<file path="config.mk">
export PLATFORM = sky130hd
export DESIGN_NAME = xadc_drp_responder
export DESIGN_NICKNAME = d
export VERILOG_FILES = /design/src/rtl/xadc_drp_responder.sv
export SDC_FILE = /design/constraint.sdc
export NUM_CORES = 1
export LEC_CHECK = 0
export ABC_AREA = 1
export BUFFER_PORTS_ARGS = -buffer_cell sky130_fd_sc_hd__buf_4
export CORE_MARGIN = 3
export CORE_UTILIZATION = 45
export CTS_CLUSTER_SIZE = 24
export DETAILED_ROUTE_END_ITERATION = 7
export PLACE_DENSITY = 0.71
export SLEW_MARGIN = 10
export SYNTH_ARGS = -nofsm -noshare
export SYNTH_HDL_FRONTEND = slang
export SYNTH_SLANG_ARGS = --single-unit
</file>
<file path="constraint.sdc">
create_clock -name clk -period 1.5 [get_ports clk]
set_clock_uncertainty 0.2 [all_clocks]
set_input_delay 0.075 -clock clk [delete_from_list [all_inputs] [get_ports clk]]
set_output_delay 0.075 -clock clk [all_outputs]
set_load 0.05 [all_outputs]
</file>
<file path="src/rtl/xadc_drp_responder.sv">
// rtl/xadc_drp_responder.sv - XADC-style DRP responder with free-running auxiliary-channel conversion model
// Optional macro XADC_DRP_WRITE_EN enables writes to config registers CFG0..CFG2.
module xadc_drp_responder #(
    parameter int         CONV_CYCLES  = 100,
    parameter int         READ_LATENCY = 4,
    parameter logic [4:0] CHANNEL      = 5'h16
) (
    input  logic        clk,
    input  logic        rst_n,
    input  logic [11:0] sample_in,
    input  logic        den_in,
    input  logic        dwe_in,
    input  logic [6:0]  daddr_in,
    input  logic [15:0] di_in,
    output logic        drdy_out,
    output logic [15:0] do_out,
    output logic        eoc_out,
    output logic [4:0]  channel_out,
    output logic        busy_out,
    output logic        proto_err_out
);

    localparam logic [15:0] CONV_LAST = 16'(CONV_CYCLES - 1);
    localparam logic [3:0]  LAT_LAST  = 4'(READ_LATENCY - 1);
    localparam logic [15:0] CFG0_RST  = 16'h0016;
    localparam logic [15:0] CFG1_RST  = 16'h2000;
    localparam logic [15:0] CFG2_RST  = 16'h0400;

    typedef enum logic [1:0] {
        S_IDLE = 2'd0,
        S_WAIT = 2'd1,
        S_DONE = 2'd2
    } state_t;

    state_t      state;
    logic [15:0] conv_cnt;
    logic [15:0] result;
    logic [3:0]  lat_cnt;
    logic        req_we;
    logic [6:0]  req_addr;
    logic [15:0] req_wdata;
    logic [15:0] req_rdata;
    logic [15:0] cfg0, cfg1, cfg2;
    logic [15:0] rd_mux;
    logic        accept;
    logic        finish;
    logic        fin_we;
    logic [6:0]  fin_addr;
    logic [15:0] fin_wdata;
    logic [15:0] fin_rdata;

    // Only S_WAIT counts as busy; a request landing in S_DONE starts the next transaction.
    assign accept = den_in && (state != S_WAIT);

    always_comb begin
        rd_mux = 16'h0000;
        if (daddr_in == {2'b00, CHANNEL}) begin
            rd_mux = result;
        end else begin
            case (daddr_in)
                7'h40:   rd_mux = cfg0;
                7'h41:   rd_mux = cfg1;
                7'h42:   rd_mux = cfg2;
                default: rd_mux = 16'h0000;
            endcase
        end
    end

    // With a latency of one the accepting edge is also the completing edge, so bypass the capture regs.
    always_comb begin
        finish    = (state == S_WAIT) && (lat_cnt == LAT_LAST);
        fin_we    = req_we;
        fin_addr  = req_addr;
        fin_wdata = req_wdata;
        fin_rdata = req_rdata;
        if (READ_LATENCY == 1) begin
            finish    = accept;
            fin_we    = dwe_in;
            fin_addr  = daddr_in;
            fin_wdata = di_in;
            fin_rdata = rd_mux;
        end
    end

    always_ff @(posedge clk or negedge rst_n) begin
        if (!rst_n) begin
            conv_cnt    <= 16'd0;
            eoc_out     <= 1'b0;
            result      <= 16'h0000;
            channel_out <= 5'd0;
        end else begin
            eoc_out <= 1'b0;
            if (conv_cnt == CONV_LAST) begin
                conv_cnt    <= 16'd0;
                eoc_out     <= 1'b1;
                result      <= {sample_in, 4'b0000};
                channel_out <= CHANNEL;
            end else begin
                conv_cnt <= conv_cnt + 16'd1;
            end
        end
    end

    always_ff @(posedge clk or negedge rst_n) begin
        if (!rst_n) begin
            state         <= S_IDLE;
            lat_cnt       <= 4'd0;
            req_we        <= 1'b0;
            req_addr      <= 7'd0;
            req_wdata     <= 16'h0000;
            req_rdata     <= 16'h0000;
            drdy_out      <= 1'b0;
            do_out        <= 16'h0000;
            busy_out      <= 1'b0;
            proto_err_out <= 1'b0;
        end else begin
            drdy_out <= 1'b0;
            do_out   <= 16'h0000;
            if (den_in && (state == S_WAIT)) begin
                proto_err_out <= 1'b1;
            end
            if (finish) begin
                state    <= S_DONE;
                busy_out <= 1'b0;
                drdy_out <= 1'b1;
                do_out   <= fin_we ? 16'h0000 : fin_rdata;
            end else if (accept) begin
                state     <= S_WAIT;
                busy_out  <= 1'b1;
                lat_cnt   <= 4'd1;
                req_we    <= dwe_in;
                req_addr  <= daddr_in;
                req_wdata <= di_in;
                req_rdata <= rd_mux;
            end else if (state == S_WAIT) begin
                lat_cnt <= lat_cnt + 4'd1;
            end else begin
                state    <= S_IDLE;
                busy_out <= 1'b0;
            end
        end
    end

`ifdef XADC_DRP_WRITE_EN
    always_ff @(posedge clk or negedge rst_n) begin
        if (!rst_n) begin
            cfg0 <= CFG0_RST;
            cfg1 <= CFG1_RST;
            cfg2 <= CFG2_RST;
        end else if (finish && fin_we) begin
            case (fin_addr)
                7'h40:   cfg0 <= fin_wdata;
                7'h41:   cfg1 <= fin_wdata;
                7'h42:   cfg2 <= fin_wdata;
                default: ;
            endcase
        end
    end
`else
    logic unused_wr_path;
    assign unused_wr_path = ^{fin_addr, fin_wdata};
    assign cfg0 = CFG0_RST;
    assign cfg1 = CFG1_RST;
    assign cfg2 = CFG2_RST;
`endif

endmodule

</file>
==> results of run 1 <==
==> per-stage QoR <==
step | utilization | area (sq um)
floorplan | - | 2998
global placement | 0.5655 | 3487
detailed placement | 0.5655 | 3487
CTS | 0.6420 | 3959
global route | 0.6692 | 4126
finish | 0.6692 | 4126
==> how the worst max path moves through the flow <==
| stage | start | endpoint | slack, ps | depth (start not counted) |
|---|---|---|---|---|
| 6_report | conv_cnt[1] | result[12] | 20 | 6 |
| 5_1_grt | conv_cnt[1] | conv_cnt[10] | -100 | 7 |
| 4_1_cts | conv_cnt[1] | conv_cnt[10] | -10 | 7 |
| 3_5_place_dp | lat_cnt[0] | lat_cnt[3] | -20 | 7 |
| 3_3_place_gp | lat_cnt[0] | lat_cnt[3] | 20 | 7 |
| 2_1_floorplan | state[0] | fin_rdata[14] | 3 | 6 |
==> layout by cell type (no fill, tap or decap), drive strengths merged <==
cell / count
and2: 1
o21ai: 16
clkbuf: 10
nand4: 7
a21oi: 3
a31o: 1
dfrtp: 65
nor2: 47
a21boi: 1
clkinv: 3
buf: 70
inv: 53
conb: 4
nor3: 3
dlygate4sd3: 22
xnor2: 1
ha: 2
nand2: 88
nand3: 44
xor2: 6
bufinv: 3
==> logic make-up (layout without fill, tap and decap cells) <==
group / count (synthesis) / after routing / share of synthesized area
compound gates: 21 / 21 / 0.03746
xor+xnor: 7 / 7 / 0.02062
fa+ha+maj: 2 / 2 / 0.008416
buf+inv: 65 / 161 / 0.09848
flops: 65 / 65 / 0.5471
other cells: 1 / 4 / 0.001261
simple gates: 189 / 190 / 0.2866
==> metal layers <==
| layer | wire [microns] | global-route usage | share of wire |
|---|---|---|---|
| met4 | 131 | 0.06137 | 0.019 |
| met1 | 2683 | 0.2172 | 0.40 |
| met3 | 392 | 0.06055 | 0.058 |
| met2 | 3536 | 0.3219 | 0.52 |
| met5 | 0 | 0 | 0 |
==> synth_stat cells <==
| cell type | n |
|---|---|
| nor2_2 | 3 |
| nor2_8 | 1 |
| a21oi_1 | 3 |
| inv_2 | 6 |
| a21boi_0 | 1 |
| nand2_4 | 1 |
| nor2_4 | 1 |
| and2_1 | 1 |
| nand2_1 | 83 |
| nand3_2 | 1 |
| nand3_4 | 1 |
| o21ai_0 | 12 |
| nor3_1 | 3 |
| inv_1 | 46 |
| nor2_1 | 42 |
| xnor2_1 | 1 |
| o21ai_1 | 4 |
| dfrtp_1 | 65 |
| ha_1 | 2 |
| xor2_1 | 6 |
| conb_1 | 1 |
| a31o_2 | 1 |
| nand2_2 | 3 |
| buf_4 | 8 |
| nand4_1 | 7 |
| buf_2 | 3 |
| buf_6 | 2 |
| nand3_1 | 42 |
==> power by group through the flow <==
stage	logic [uW]	registers, uW	clock network (uW)
after floorplan	427	2030	0
after global placement	721	1950	0
after detailed placement	746	1960	0
after CTS	810	1920	1830
after global routing	1020	1940	1920
final	919	1930	1810
==> layout make-up <==
| class | count | area (sq um) | share of cell area |
|---|---|---|---|
| sequential | 65 | 1630 | 0.3951 |
| inverter | 52 | 202.7 | 0.04912 |
| multi-input combinational | 224 | 1167 | 0.2829 |
| timing repair inverter | 1 | 6.256 | 0.001516 |
| timing repair buffer | 92 | 782.0 | 0.1895 |
| clock inverter | 6 | 116.4 | 0.02820 |
| tap | 75 | 93.84 | 0.02274 |
| clock buffer | 10 | 127.6 | 0.03093 |
==> flip-flops by register name (all words and copies together), names as in the netlist <==
name / cells
proto_err_out: 1
do_out: 13
eoc_out: 1
state: 2
drdy_out: 1
fin_rdata: 13
fin_we: 1
channel_out: 1
result: 12
lat_cnt: 4
conv_cnt: 16
==> repair_timing <==
action	in CTS	in global routing
pin swaps	0	5
gates resized for setup	2	29
gates cloned	0	2
setup endpoints to repair	5	51
buffers inserted	0	6
hold buffers	22	0
hold endpoints to repair	86	0
==> flow_summary.toml, run 1 <==
[critical_path]
r2r_cells = 6
timing.critical_path.arrival_ps = 1560
crit-reg2reg-launch = "conv_cnt[1]"
worst_setup_end_kind = "flip-flop"
crit-reg2reg-capture = "result[12]"
critical-path-top-delay-family = "simple AND/OR/NAND/NOR gates"
number_of_buffers_and_inverters_on_the_critical_path = 1
startpoint_type = "flip-flop"
timing.critical_path.fanout_max = 8
critPathKind = "reg2reg"
critical_path.cell_chain = "ha_4, nand3_2, nor2_8, buf_6, nand3_1, nand2_1"
crit_path_max_incr_delay_ps = 410
rrSetupSlack_ps = 20
required_ps = 1580
cp_max_stage_cell = "dfrtp_1"

[sta]
final-setup-viol-count = 0
final_number_of_hold_violating_endpoints = 23
slew_viol_final = 0
min_period_ps = 1477
fin_worst_hold_slack_ps = -8.340
timing.final.crit_share = 0.9850
worst_slack_ps = 22.53
rsz0062_at_grt = "yes"
fmax_ghz = 0.6768
fin_tns_setup_ps = 0

[power]
power_frac_clock = 0.389
worst_voltage_drop_across_the_vdd_grid_v = 0.001270
power_density_mw_per_mm2 = 1128
pwr-share-seq = 0.414
total_power_uw = 4656
share_comb_of_total_power = 0.197
static-leakage-power_uw = 0.002068
switching_power_uw = 1346
netSwitchingFraction = 0.2890
internal_power_uw = 3311

[floorplan]
floorplan.rows = 28
design.die.area_sq_mm = 0.007618
fp.coreArea_sq_mm = 0.006166
dieHeight_microns = 87.28
starting_density_of_the_core = 0.4821
die_width_microns = 87.28
top_level_ports = 64

[status]
status = "finished, violations left"
failed_checks = "hold timing"

[synth]
post_synth_instance_area_sq_mm = 0.002973
synth_seq_area_share = 0.5471
synth.avg_cell_area_sq_um = 8.494
synth_cell_types = 28
netlist_top_cells_area = "dfrtp_1, nand2_1, nand3_1"
yosys_register_bits = 65
synth_largest_type_area_fraction = 0.5471
synth_largest_area_cell = "dfrtp_1"
syn_inst = 350
synth-warning-count = 0

[clock_network]
cts_tree = "done"
cts_sinks = 65
cts_inserted_buffers = 9
clk_root_buffer_cell = "clkbuf_8"
ctsHtreeMaxLevel = 3
clock_insertion_delay_worst_skew_ps = 340
ctsLongestPathBuffers = 2
clk_pin_slew_worst_paths_ps = 80

[grt]
globalRouteOverflowTotal = 0
grtUsageTotal = 0.1863
grt_max_degree = 31
grt_pass1_vias = 2407
wire_length_of_the_first_global_routing_pass_mm = 10.87
antenna_found_initial = 0

[place]
place_worst_setup_slack_ps = -19.51
portBuffers = 43
gpl.final_weighted_congestion = 0.9193
dp_cells = 479
hpwlAfterDp_mm = 4.417

[routing]
drc_errors = 0
route.antenna.remaining_nets = 0
route.detailed.vias_per_inst = 4.939
routed_wire_length_per_instance_microns = 12.85
dr_iter_0_viols = 205
drt_pre_antenna_iters = 4
dr_total_vias = 2593
routed_wirelength_mm = 6.745

[final_layout]
stdcell_count = 525
antenna_cells_inserted = 0
post_route_cells_drive_above_1_share = 0.2800
area_growth_pct = 38.80
finalNetCount = 486
fillCellCount = 486

[run]
max-cap-violations = 0

[hold_path]
holdCritPathClass = "in2async"
(Power assumes the default switching activity.)
==> run 2, diff against run 1 <==
--- a/config.mk
+++ b/config.mk
@@ -9,6 +9,7 @@
 export BUFFER_PORTS_ARGS = -buffer_cell sky130_fd_sc_hd__buf_4
 export CORE_MARGIN = 3
 export CORE_UTILIZATION = 45
+export CTS_BUF_LIST = sky130_fd_sc_hd__clkbuf_8
 export CTS_CLUSTER_SIZE = 24
 export DETAILED_ROUTE_END_ITERATION = 7
 export PLACE_DENSITY = 0.71
==> run 2 against run 1 <==
The flow still finishes with violations (hold timing). Non-clock buffer count stayed put. Core utilization unchanged. Final cell count is the same. Highest routed layer unchanged. Largest cell class unchanged. First-iteration DRC count did not move. Critical path depth unchanged. Power shrank 0.14%.
==> flow_summary.toml, run 2 (synthesis gave the netlist of run 1 again) <==
[status]
status = "finished, violations left"
failed_checks = "hold timing"

[routing]
route.antenna.remaining_nets = 0
route.detailed.vias_per_inst = 4.939
drc_errors = 0
routed_wire_length_per_instance_microns = 12.85
met3RoutedLength_microns = 392
routed_wirelength_mm = 6.744
dr_total_vias = 2593
dr_iter_0_viols = 205
wl_met2_mm = 3.537
met1_length_mm = 2.682
drt_pre_antenna_iters = 4
top_layer_used = "met4"

[final_layout]
number_of_flip_flops_in_the_largest_register = 16
layout.cells.most_common = "nand2_1"
highest_count_cells_in_the_layout_ignoring_fill_and_taps = "nand2_1, buf_4, dfrtp_1"
post_route_cells_drive_above_1_share = 0.2800
area_growth_pct = 38.80
finalNetCount = 486
largest_register = "conv_cnt"
antenna_cells_inserted = 0
fillCellCount = 486

[critical_path]
cp-startpoint = "conv_cnt[1]"
rrSetupSlack_ps = 20
timing.critical_path.arrival_ps = 1560
startpoint_type = "flip-flop"
worst_setup_end_kind = "flip-flop"
critPathKind = "reg2reg"
required_ps = 1580
crit-reg2reg-launch = "conv_cnt[1]"
timing.critical_path.fanout_max = 8

[hold_path]
holdCritPathClass = "in2async"

[floorplan]
dieHeight_microns = 87.28
floorplan.rows = 28
die_width_microns = 87.28
top_level_ports = 64
design.die.area_sq_mm = 0.007618
fp.coreArea_sq_mm = 0.006166
starting_density_of_the_core = 0.4821

[place]
portBuffers = 43
hpwlAfterDp_mm = 4.417
gpl.final_weighted_congestion = 0.9193

[grt]
grt_pass1_vias = 2407
wire_length_of_the_first_global_routing_pass_mm = 10.87
grt_max_degree = 31
globalRouteOverflowTotal = 0
antenna_found_initial = 0
grtUsageTotal = 0.1863

[sta]
fmax_ghz = 0.6768
timing.final.crit_share = 0.9850
rsz0062_at_grt = "yes"
fin_tns_setup_ps = 0
slew_viol_final = 0
fin_worst_hold_slack_ps = -8.340
final_number_of_hold_violating_endpoints = 23
min_period_ps = 1477
final-setup-viol-count = 0

[power]
worst_voltage_drop_across_the_vdd_grid_v = 0.001270
power_density_mw_per_mm2 = 1127
static-leakage-power_uw = 0.002072
total_power_uw = 4650

[run]
max-cap-violations = 0

[clock_network]
cts_inserted_buffers = 9
cts_sinks = 65
clk_pin_slew_worst_paths_ps = 80
clk_root_buffer_cell = "clkbuf_8"
ctsLongestPathBuffers = 2
clock_insertion_delay_worst_skew_ps = 340
cts_tree = "done"
ctsHtreeMaxLevel = 3
run 2: cell count changes in the layout (fill, tap and decap cells not counted), sizes merged:
cell	change
inv	+1
clkbuf	-1
run 2: cell type report:
type | count | area (sq um) | area share
clock buffers | 9 | 123.9 | 0.03002
clock inverters | 7 | 120.1 | 0.02911
inverters | 52 | 202.7 | 0.04912
multi-input cells | 224 | 1167 | 0.2829
flip-flops and latches | 65 | 1630 | 0.3951
well taps | 75 | 93.84 | 0.02274
repair buffers | 92 | 782.0 | 0.1895
repair inverters | 1 | 6.256 | 0.001516
run 2: worst max-delay path: stages (launching register included):
cell and delay [ps]:
dfrtp_1 410, ha_4 170, nand3_2 120, nor2_8 200
buf_6 160, nand3_1 70, nand2_1 70
run 2: timing repair:
item | CTS | global route
pin swaps | 0 | 5
hold buffers | 22 | 0
setup endpoints to repair | 5 | 51
cloned | 0 | 2
endpoints found under the hold margin | 86 | 0
setup buffers | 0 | 6
gates resized for setup | 2 | 29
run 2: report_power, final:
part           total [uW]  internal, uW  switching [uW]
Combinational         919           332             587
Sequential           1930          1870            60.7
Clock                1800          1110             699
Total                4650          3300            1350
run 2: path summary, 6_finish.rpt:
kind | to | cells after the start
min in group clk | result[7] | 2
max in group asynchronous | conv_cnt[5] | 3
worst max register to register | result[12] | 6
worst min register to register | result[7] | 2
worst max-delay path | result[12] | 6
worst min-delay path | do_out[15] | 2
run 2: stage by stage:
step | area (sq um) | utilization | setup WS [ps] | std cells
after floorplan | 2998 | - | 3.277 | 353
after global placement | 3487 | 0.5655 | 15.88 | 479
after detailed placement | 3487 | 0.5655 | -19.51 | 479
after CTS | 3959 | 0.6420 | -10.13 | 517
after global routing | 4126 | 0.6692 | -99.29 | 525
final | 4126 | 0.6692 | 22.55 | 525
run 2: metal layers:
| metal | vias to the layer above | global-route usage |
|---|---|---|
| met5 | - | 0 |
| met4 | 0 | 0.06137 |
| met3 | 16 | 0.06055 |
| met2 | 91 | 0.3219 |
| met1 | 1213 | 0.2172 |
| li1 | 1273 | - |
==> run 3, diff against run 2 <==
--- a/config.mk
+++ b/config.mk
@@ -13,6 +13,7 @@
 export CTS_CLUSTER_SIZE = 24
 export DETAILED_ROUTE_END_ITERATION = 7
 export PLACE_DENSITY = 0.71
+export SETUP_SLACK_MARGIN = 0.2
 export SLEW_MARGIN = 10
 export SYNTH_ARGS = -nofsm -noshare
 export SYNTH_HDL_FRONTEND = slang
==> run 3 against run 2 <==
The run ends with hold timing, setup timing left. Die area stayed put. Fmax is 3.7% lower. Core utilization is 9.8 points higher. Setup slack worse by 56 ps. Power is 16% higher. Final area is 15% higher. Worst hold slack worse by 44 ps. Critical path type unchanged. Largest cell class unchanged.
==> flow_summary.toml, run 3 (synthesis gave the netlist of run 1 again) <==
[status]
status = "finished, violations left"
failed_checks = "hold timing, setup timing"

[routing]
drc_errors = 0
routed_wire_length_per_instance_microns = 17.65
routed_wirelength_mm = 9.497
dr_iter_0_viols = 236
route.antenna.remaining_nets = 0
drt_pre_antenna_iters = 4
route.detailed.vias_per_inst = 5.260
dr_total_vias = 2830

[clock_network]
ctsHtreeMaxLevel = 3
cts_tree = "done"
cts_inserted_buffers = 9
clk_root_buffer_cell = "clkbuf_8"
ctsLongestPathBuffers = 2
cts_hold_repair.buffers = 22
cts_sinks = 65
clk_pin_slew_worst_paths_ps = 80
clock_insertion_delay_worst_skew_ps = 350

[critical_path]
required_ps = 1590
crit-reg2reg-capture = "result[9]"
setup.worst_path.end = "result[9]"
r2r_cells = 7
timing.critical_path.fanout_max = 10
timing.critical_path.arrival_ps = 1630
worst_setup_end_kind = "flip-flop"
startpoint_type = "flip-flop"
cp-startpoint = "conv_cnt[5]"
critPathKind = "reg2reg"
rrSetupSlack_ps = -30
crit-reg2reg-launch = "conv_cnt[5]"

[grt]
antenna_found_initial = 0
globalRouteOverflowTotal = 0
grt_pass1_vias = 2733
grt_max_degree = 26
grtUsageTotal = 0.2170
wire_length_of_the_first_global_routing_pass_mm = 12.56

[final_layout]
post_route_cells_drive_above_1_share = 0.4557
layout.cells.most_common = "buf_4"
share_of_the_core_filled_with_cells_in_the_final_layout = 0.7675
finalNetCount = 499
stdcell_count = 538
area_growth_pct = 59.18
highest_count_cells_in_the_layout_ignoring_fill_and_taps = "buf_4, dfrtp_1, nand2_1"
antenna_cells_inserted = 0
largest_register = "conv_cnt"
fillCellCount = 388
number_of_flip_flops_in_the_largest_register = 16

[power]
internal_power_uw = 3440
pwr-share-seq = 0.362
share_comb_of_total_power = 0.336
netSwitchingFraction = 0.3641
switching_power_uw = 1970
static-leakage-power_uw = 0.002256
power_density_mw_per_mm2 = 1143
power_frac_clock = 0.302
total_power_uw = 5410
worst_voltage_drop_across_the_vdd_grid_v = 0.001136

[place]
gpl.final_weighted_congestion = 0.8679
hpwlAfterDp_mm = 4.549
portBuffers = 43
dp_cells = 473
place_worst_setup_slack_ps = -13.56

[floorplan]
floorplan.rows = 28
design.die.area_sq_mm = 0.007618
starting_density_of_the_core = 0.4821
die_width_microns = 87.28
top_level_ports = 64
fp.coreArea_sq_mm = 0.006166
dieHeight_microns = 87.28

[sta]
timing.final.crit_share = 1.023
final_number_of_hold_violating_endpoints = 25
fin_worst_hold_slack_ps = -52.45
min_period_ps = 1534
slew_viol_final = 0
worst_slack_ps = -33.83
fmax_ghz = 0.6520
rsz0062_at_grt = "yes"
final-setup-viol-count = 12

[hold_path]
holdCritPathClass = "in2reg"

[run]
max-cap-violations = 0
## run 3: cell types whose count changed in the layout (fill, tap and decap cells not counted), sizes merged
cell / delta
dlygate4sd3: -2
nand2: +1
clkbuf: +2
clkinv: +1
inv: -1
buf: +12
bufinv: -2
clkinvlp: +2
## run 3: how the worst min path moves through the flow
stage / to / from / slack [ps] / cells past startpoint
final: fin_rdata[2] / daddr_in[6] / -50 / 5
after floorplan: channel_out[1] / rst_n / -420 / 0
after global routing: fin_rdata[2] / daddr_in[6] / -40 / 5
after CTS: state[1] / rst_n / -20 / 2
after detailed placement: state[1] / rst_n / -200 / 1
after global placement: state[1] / rst_n / -210 / 1
## run 3: area by class of cell
class	count	area [sq um]	area share
flip-flops and latches	65	1630	0.3445
inverters	52	226.5	0.04786
clock buffers	11	151.4	0.03199
clock inverters	5	62.56	0.01322
repair buffers	102	944.7	0.1996
well taps	75	93.84	0.01983
multi-input cells	225	1579	0.3337
repair inverters	3	43.79	0.009254
## run 3: metrics by stage
stage	hold WS, ps	TNS [ps]	cell area [sq um]
after floorplan	-420.6	0	3063
after global placement	-206.0	0	3517
after detailed placement	-200.6	-13.56	3517
after CTS	-17.99	0	4199
after global routing	-44.12	-1008	4732
final	-52.45	-181.9	4732
## run 3: worst max-delay path: stages (launching register included)
cell,delay [ps]
dfrtp_1,460
nand2_2,120
inv_2,90
nand3_4,80
nor2_8,200
buf_12,160
nand3_1,80
nand2_1,70
## run 3: repair_timing
action	CTS	global route
endpoints found under the hold margin	96	11
gates resized for setup	29	108
setup endpoints to repair	51	61
buffers inserted	12	10
cloned	2	5
pin swaps	12	41
## run 3: layer usage
metal  GRT usage  wire length, microns  share of wire
met1      0.2645                  3743           0.39
met5           0                     0              0
met4     0.08787                   234          0.025
met2      0.3781                  5044           0.53
met3     0.03784                   474          0.050
## run 3: power by group through the flow
stage               logic, uW  clock network (uW)  registers [uW]
floorplan                 543                   0            2040
global placement          787                   0            1960
detailed placement        811                   0            1970
CTS                      1150                1610            1940
global route             1940                1730            1970
finish                   1820                1630            1960
